$ cat config.mk
export PLATFORM = sky130hd
export DESIGN_NAME = mux8_rr_arbiter
export DESIGN_NICKNAME = d
export VERILOG_FILES = /design/src/rtl/mux8_arb_pkg.sv /design/src/rtl/mux8_rr_arbiter_mux8.sv /design/src/rtl/mux8_rr_arbiter.sv
export SDC_FILE = /design/constraint.sdc
export NUM_CORES = 1
export LEC_CHECK = 0
export ABC_AREA = 1
export CORE_UTILIZATION = 35
export CTS_BUF_LIST = sky130_fd_sc_hd__clkbuf_16
export DETAILED_ROUTE_END_ITERATION = 8
export DONT_BUFFER_PORTS = 1
export PLACE_DENSITY = 0.52
export SLEW_MARGIN = 15
export SYNTH_ARGS = -nofsm -noshare
export SYNTH_HDL_FRONTEND = slang
export SYNTH_HIERARCHICAL = 1
export SYNTH_SLANG_ARGS = --single-unit
export TNS_END_PERCENT = 5
$ cat constraint.sdc
create_clock -name CLK -period 6.6 [get_ports CLK]
set_input_delay 0.99 -clock CLK [delete_from_list [all_inputs] [get_ports CLK]]
set_output_delay 0.99 -clock CLK [all_outputs]
set_load 0.02 [all_outputs]
$ cat src/rtl/mux8_arb_pkg.sv
// Shared definitions for the 8-way round-robin mux arbiter: sizes, FSM state
// type and the round-robin winner search.
package mux8_arb_pkg;

    localparam int N_REQ = 8;
    localparam int SEL_W = 3;

    typedef enum logic {
        IDLE  = 1'b0,
        GRANT = 1'b1
    } state_t;

    // Returns {found, index} of the first set bit scanning start, start+1, ... modulo 8.
    // The loop runs from the far end so the closest set bit is the last one written.
    function automatic logic [SEL_W:0] rrPick(input logic [N_REQ-1:0] req,
                                              input logic [SEL_W-1:0] start);
        logic [SEL_W:0]   res;
        logic [SEL_W-1:0] idx;
        res = '0;
        for (int i = N_REQ - 1; i >= 0; i--) begin
            idx = start + SEL_W'(i);
            if (req[idx]) begin
                res = {1'b1, idx};
            end
        end
        return res;
    endfunction

endpackage

$ cat src/rtl/mux8_rr_arbiter_mux8.sv
// Plain 8:1 combinational bit mux used by the arbiter data path.
module mux8
    import mux8_arb_pkg::*;
(
    input  logic [N_REQ-1:0] din,
    input  logic [SEL_W-1:0] sel,
    output logic             dout
);

    assign dout = din[sel];

endmodule

$ cat src/rtl/mux8_rr_arbiter.sv
// 8-requester round-robin arbiter driving an 8:1 mux with a registered output.
// Hold timeout (forced release after MAX_HOLD cycles) is built only with MUX8_ARB_TIMEOUT_EN.
module mux8_rr_arbiter
    import mux8_arb_pkg::*;
#(
    parameter int MAX_HOLD = 16
) (
    input  logic             CLK,
    input  logic             RST_N,
    input  logic [N_REQ-1:0] REQ,
    input  logic [N_REQ-1:0] IN,
    output logic [N_REQ-1:0] GNT,
    output logic [SEL_W-1:0] SEL,
    output logic             BUSY,
    output logic             OUT
);

    if (MAX_HOLD < 2 || MAX_HOLD > 256) begin : g_badHold
        $error("mux8_rr_arbiter: MAX_HOLD must be within 2..256");
    end

    state_t           state;
    logic [SEL_W-1:0] ptr;
    logic             muxOut;
    logic [N_REQ-1:0] others;
    logic [SEL_W:0]   idlePick;
    logic [SEL_W:0]   relPick;
    logic             forceRel;
    logic             doRelease;

`ifdef MUX8_ARB_TIMEOUT_EN
    localparam int HW = $clog2(MAX_HOLD);
    localparam logic [HW-1:0] HOLD_LAST = HW'(MAX_HOLD - 1);
    logic [HW-1:0] hcnt;
`endif

    mux8 u_mux (
        .din  (IN),
        .sel  (SEL),
        .dout (muxOut)
    );

    // The holder is masked out of the release rescan so it cannot immediately re-win.
    always_comb begin
        others    = REQ & ~(N_REQ'(1) << SEL);
        idlePick  = rrPick(REQ, ptr);
        relPick   = rrPick(others, SEL + SEL_W'(1));
`ifdef MUX8_ARB_TIMEOUT_EN
        forceRel  = (hcnt == HOLD_LAST) && (|others);
`else
        forceRel  = 1'b0;
`endif
        doRelease = !REQ[SEL] || forceRel;
    end

    always_ff @(posedge CLK) begin
        if (!RST_N) begin
            state <= IDLE;
            GNT   <= '0;
            SEL   <= '0;
            BUSY  <= 1'b0;
            OUT   <= 1'b0;
            ptr   <= '0;
`ifdef MUX8_ARB_TIMEOUT_EN
            hcnt  <= '0;
`endif
        end else begin
            if (BUSY) begin
                OUT <= muxOut;
            end
            case (state)
                IDLE: begin
                    if (idlePick[SEL_W]) begin
                        state <= GRANT;
                        GNT   <= N_REQ'(1) << idlePick[SEL_W-1:0];
                        SEL   <= idlePick[SEL_W-1:0];
                        BUSY  <= 1'b1;
`ifdef MUX8_ARB_TIMEOUT_EN
                        hcnt  <= '0;
`endif
                    end
                end
                GRANT: begin
                    if (doRelease) begin
                        ptr <= SEL + SEL_W'(1);
                        if (relPick[SEL_W]) begin
                            GNT  <= N_REQ'(1) << relPick[SEL_W-1:0];
                            SEL  <= relPick[SEL_W-1:0];
`ifdef MUX8_ARB_TIMEOUT_EN
                            hcnt <= '0;
`endif
                        end else begin
                            state <= IDLE;
                            GNT   <= '0;
                            BUSY  <= 1'b0;
                        end
                    end else begin
`ifdef MUX8_ARB_TIMEOUT_EN
                        if (hcnt != HOLD_LAST) begin
                            hcnt <= hcnt + 1'b1;
                        end
`endif
                    end
                end
                default: begin
                    state <= IDLE;
                    GNT   <= '0;
                    BUSY  <= 1'b0;
                end
            endcase
        end
    end

endmodule

==> results.yml <==
status:
  outcome: "completed"
clocking:
  cts_buffers: 3
  clockBufferDepth: 2
  clk_latency_ps: 250
  root_buffer: "clkbuf_16"
  cts.htree.levels: 1
  post_cts_resize_count: 0
  clkTransAtPathRegs_ps: 50
  cts_tree: "done"
  cts_setup_buffers: 0
  holdBufCountCts: 0
  clkSinkCount: 17
drt:
  antenna_left: 0
  via_count: 2720
  wl_per_cell_um: 12.97
  routed_wl_mm: 6.976
  vias_per_cell: 5.056
  drt_iter0_markers: 147
  drc: 0
  first_pass_iters: 4
layout:
  fin_util: 0.3786
  final_nets: 471
  seqCellArea_um2: 340.3
  multi_input_area_um2: 1794
  diodes: 0
  fin_cells: 538
  area_delta_synth_final_pct: 4.049
  fillCellCount: 745
  drive_gt1_frac: 0.1109
worst_setup_path:
  rr_worst_depth: 18
  crit_path_top_delay_cell: "dfxtp_1"
  cp_common_cell: "nand2_1"
  rrSetupSlack_ps: 3250
  crit_fanout: 13
  crit_type: "reg -> reg"
  regToRegStartpoint: "SEL[1]$_SDFFE_PN0P_"
  crit_chain: "inv_1, ha_1, inv_2, nand2_1, nand2_1, nand3_1, nand3_2, nand2_1, nor2_1, nand3_1, nor2_1, nand2_1, nand2_2, nand2_1, o21ai_1, nand2_1, nand3_1, inv_1"
  critPathLaunch: "SEL[1]$_SDFFE_PN0P_"
  cp-endpoint: "SEL[0]$_SDFFE_PN0P_"
  arrival_ps: 3500
  r2r_end: "SEL[0]$_SDFFE_PN0P_"
  cpPeakStageDelay_ps: 760
  endpoint_kind: "register"
  crit_required_ps: 6750
  start_kind: "register"
global_routing:
  grtUsageMet3: 0.02021
  grt-busiest-layer: "met2"
  grt_use_met2: 0.3312
  grt_pass1_wl_mm: 11.72
  grt_use_total: 0.1973
  grt_max_degree: 29
  antenna_found_initial: 0
  grt_overflow_total: 0
  first_global_vias: 2518
  met1_usage: 0.2705
sta:
  hold_viol_final: 0
  finalSetupViolCount: 0
  layout_min_cycle_time_ps: 3346
  slew_headroom: 0.5394
  period_share: 0.5070
  rsz0062_at_grt: "false"
  fin_worst_skew_ps: 3.823
  drv_slew: 0
  fmax_mhz: 298.8
  setup_ws_ps: 3254
  tightest_slew_ps: 690.0
  fin_tns_setup_ps: 0
floorplanning:
  core_um2: 6794
  dieArea_um2: 7404
  row_count: 30
  start_util: 0.3639
  die_y_um: 86.05
  die_w_um: 86.05
  ios: 31
synthesis:
  yosysMostFrequentCell: "nand2_1"
  synth_top_area_cell: "nand2_1"
  synth_edf_count: 0
  synthesis.area_um2: 2472
  synth_seq_cells: 17
  syn_inst: 449
  synth_area_leaders: "nand2_1, nand3_1, dfxtp_1, inv_1, ha_1"
  yosysWarnings: 6
  async_flop_share: 0
  synth_seq_area_share: 0.1377
  synth_nets: 477
  synthFlopType: "dfxtp_1"
  syn_area_per_cell_um2: 5.506
  synth.top_cells.by_count: "nand2_1, nand3_1, inv_1"
  synth_top_cell_area_share: 0.2368
  synth_cell_types: 34
place:
  place.gp.congestion: 0.9203
  dp_cells: 534
  port-buffer-count: 0
  dp_hpwl_mm: 5.445
  pre_cts_ws_ps: 3339
flow_run:
  cap_viol_max_count: 0
worst_hold_path:
  min_path_type: "reg -> reg"
-- through the flow --
step                instance area (um2)  hold WS [ps]
global placement                   2492         561.4
floorplan                          2472         494.1
finish                             2572         575.8
detailed placement                 2492         552.8
global route                       2572         610.7
CTS                                2572         566.2
-- critical path, delay by kind of cell (launching register included) --
kind	cells	cell delay, ps
DFF	1	760
buffers and inverters	3	450
adders and majority gates	1	480
AOI/OAI and AO/OA	1	120
and+or+nand+nor	13	1450
-- flip-flops by register name, indices dropped and copies added (netlist names) --
name   count
OUT        1
BUSY       1
state      1
SEL        3
GNT        8
ptr        3
-- cells by family (layout without fill, tap and decap cells) --
kind of cell,count (synthesis),after routing,share of synthesized area
xor+xnor,4,4,0.02025
compound gates,47,47,0.1078
simple gates,299,299,0.5471
fa+ha+maj,10,10,0.05061
flops,17,17,0.1377
buf+inv,72,65,0.1366
-- layout by cell type (no fill, tap or decap), types with 2 or more instances in the layout --
master,count
nand2_2,10
nor2_1,32
nand3_1,82
inv_4,2
dfxtp_1,17
nor2_2,2
nand2_1,156
nand3b_1,4
a21oi_1,24
nand3_2,8
inv_2,14
o21ai_1,11
o21ai_0,6
ha_1,10
inv_1,43
clkbuf_16,3
nor2_4,2
-- area by class of cell --
class                   instances  share of cell area
clock buffers                   3             0.02918
clock inverters                 1            0.001946
inverters                      60             0.08949
multi-input cells             360              0.6975
flip-flops and latches         17              0.1323
well taps                      96             0.04669
repair buffers                  1            0.002918
-- worst min-delay path by stage --
stage,depth (start not counted),end,slack [ps],startpoint
after floorplan,2,SEL[1]$_SDFFE_PN0P_,490,state$_SDFF_PN0_
after global placement,2,SEL[1]$_SDFFE_PN0P_,560,state$_SDFF_PN0_
after detailed placement,2,SEL[1]$_SDFFE_PN0P_,550,state$_SDFF_PN0_
after CTS,2,SEL[1]$_SDFFE_PN0P_,570,state$_SDFF_PN0_
after global routing,2,SEL[1]$_SDFFE_PN0P_,610,state$_SDFF_PN0_
final,2,SEL[1]$_SDFFE_PN0P_,580,state$_SDFF_PN0_
-- layer usage --
layer	up-vias	routed length [um]
li1	1424	-
met5	-	0
met2	83	2998
met3	9	351
met1	1204	3546
met4	0	80
Power is not shown: default switching activity piles up to over one toggle a cycle in this logic, so the estimate is an artifact.
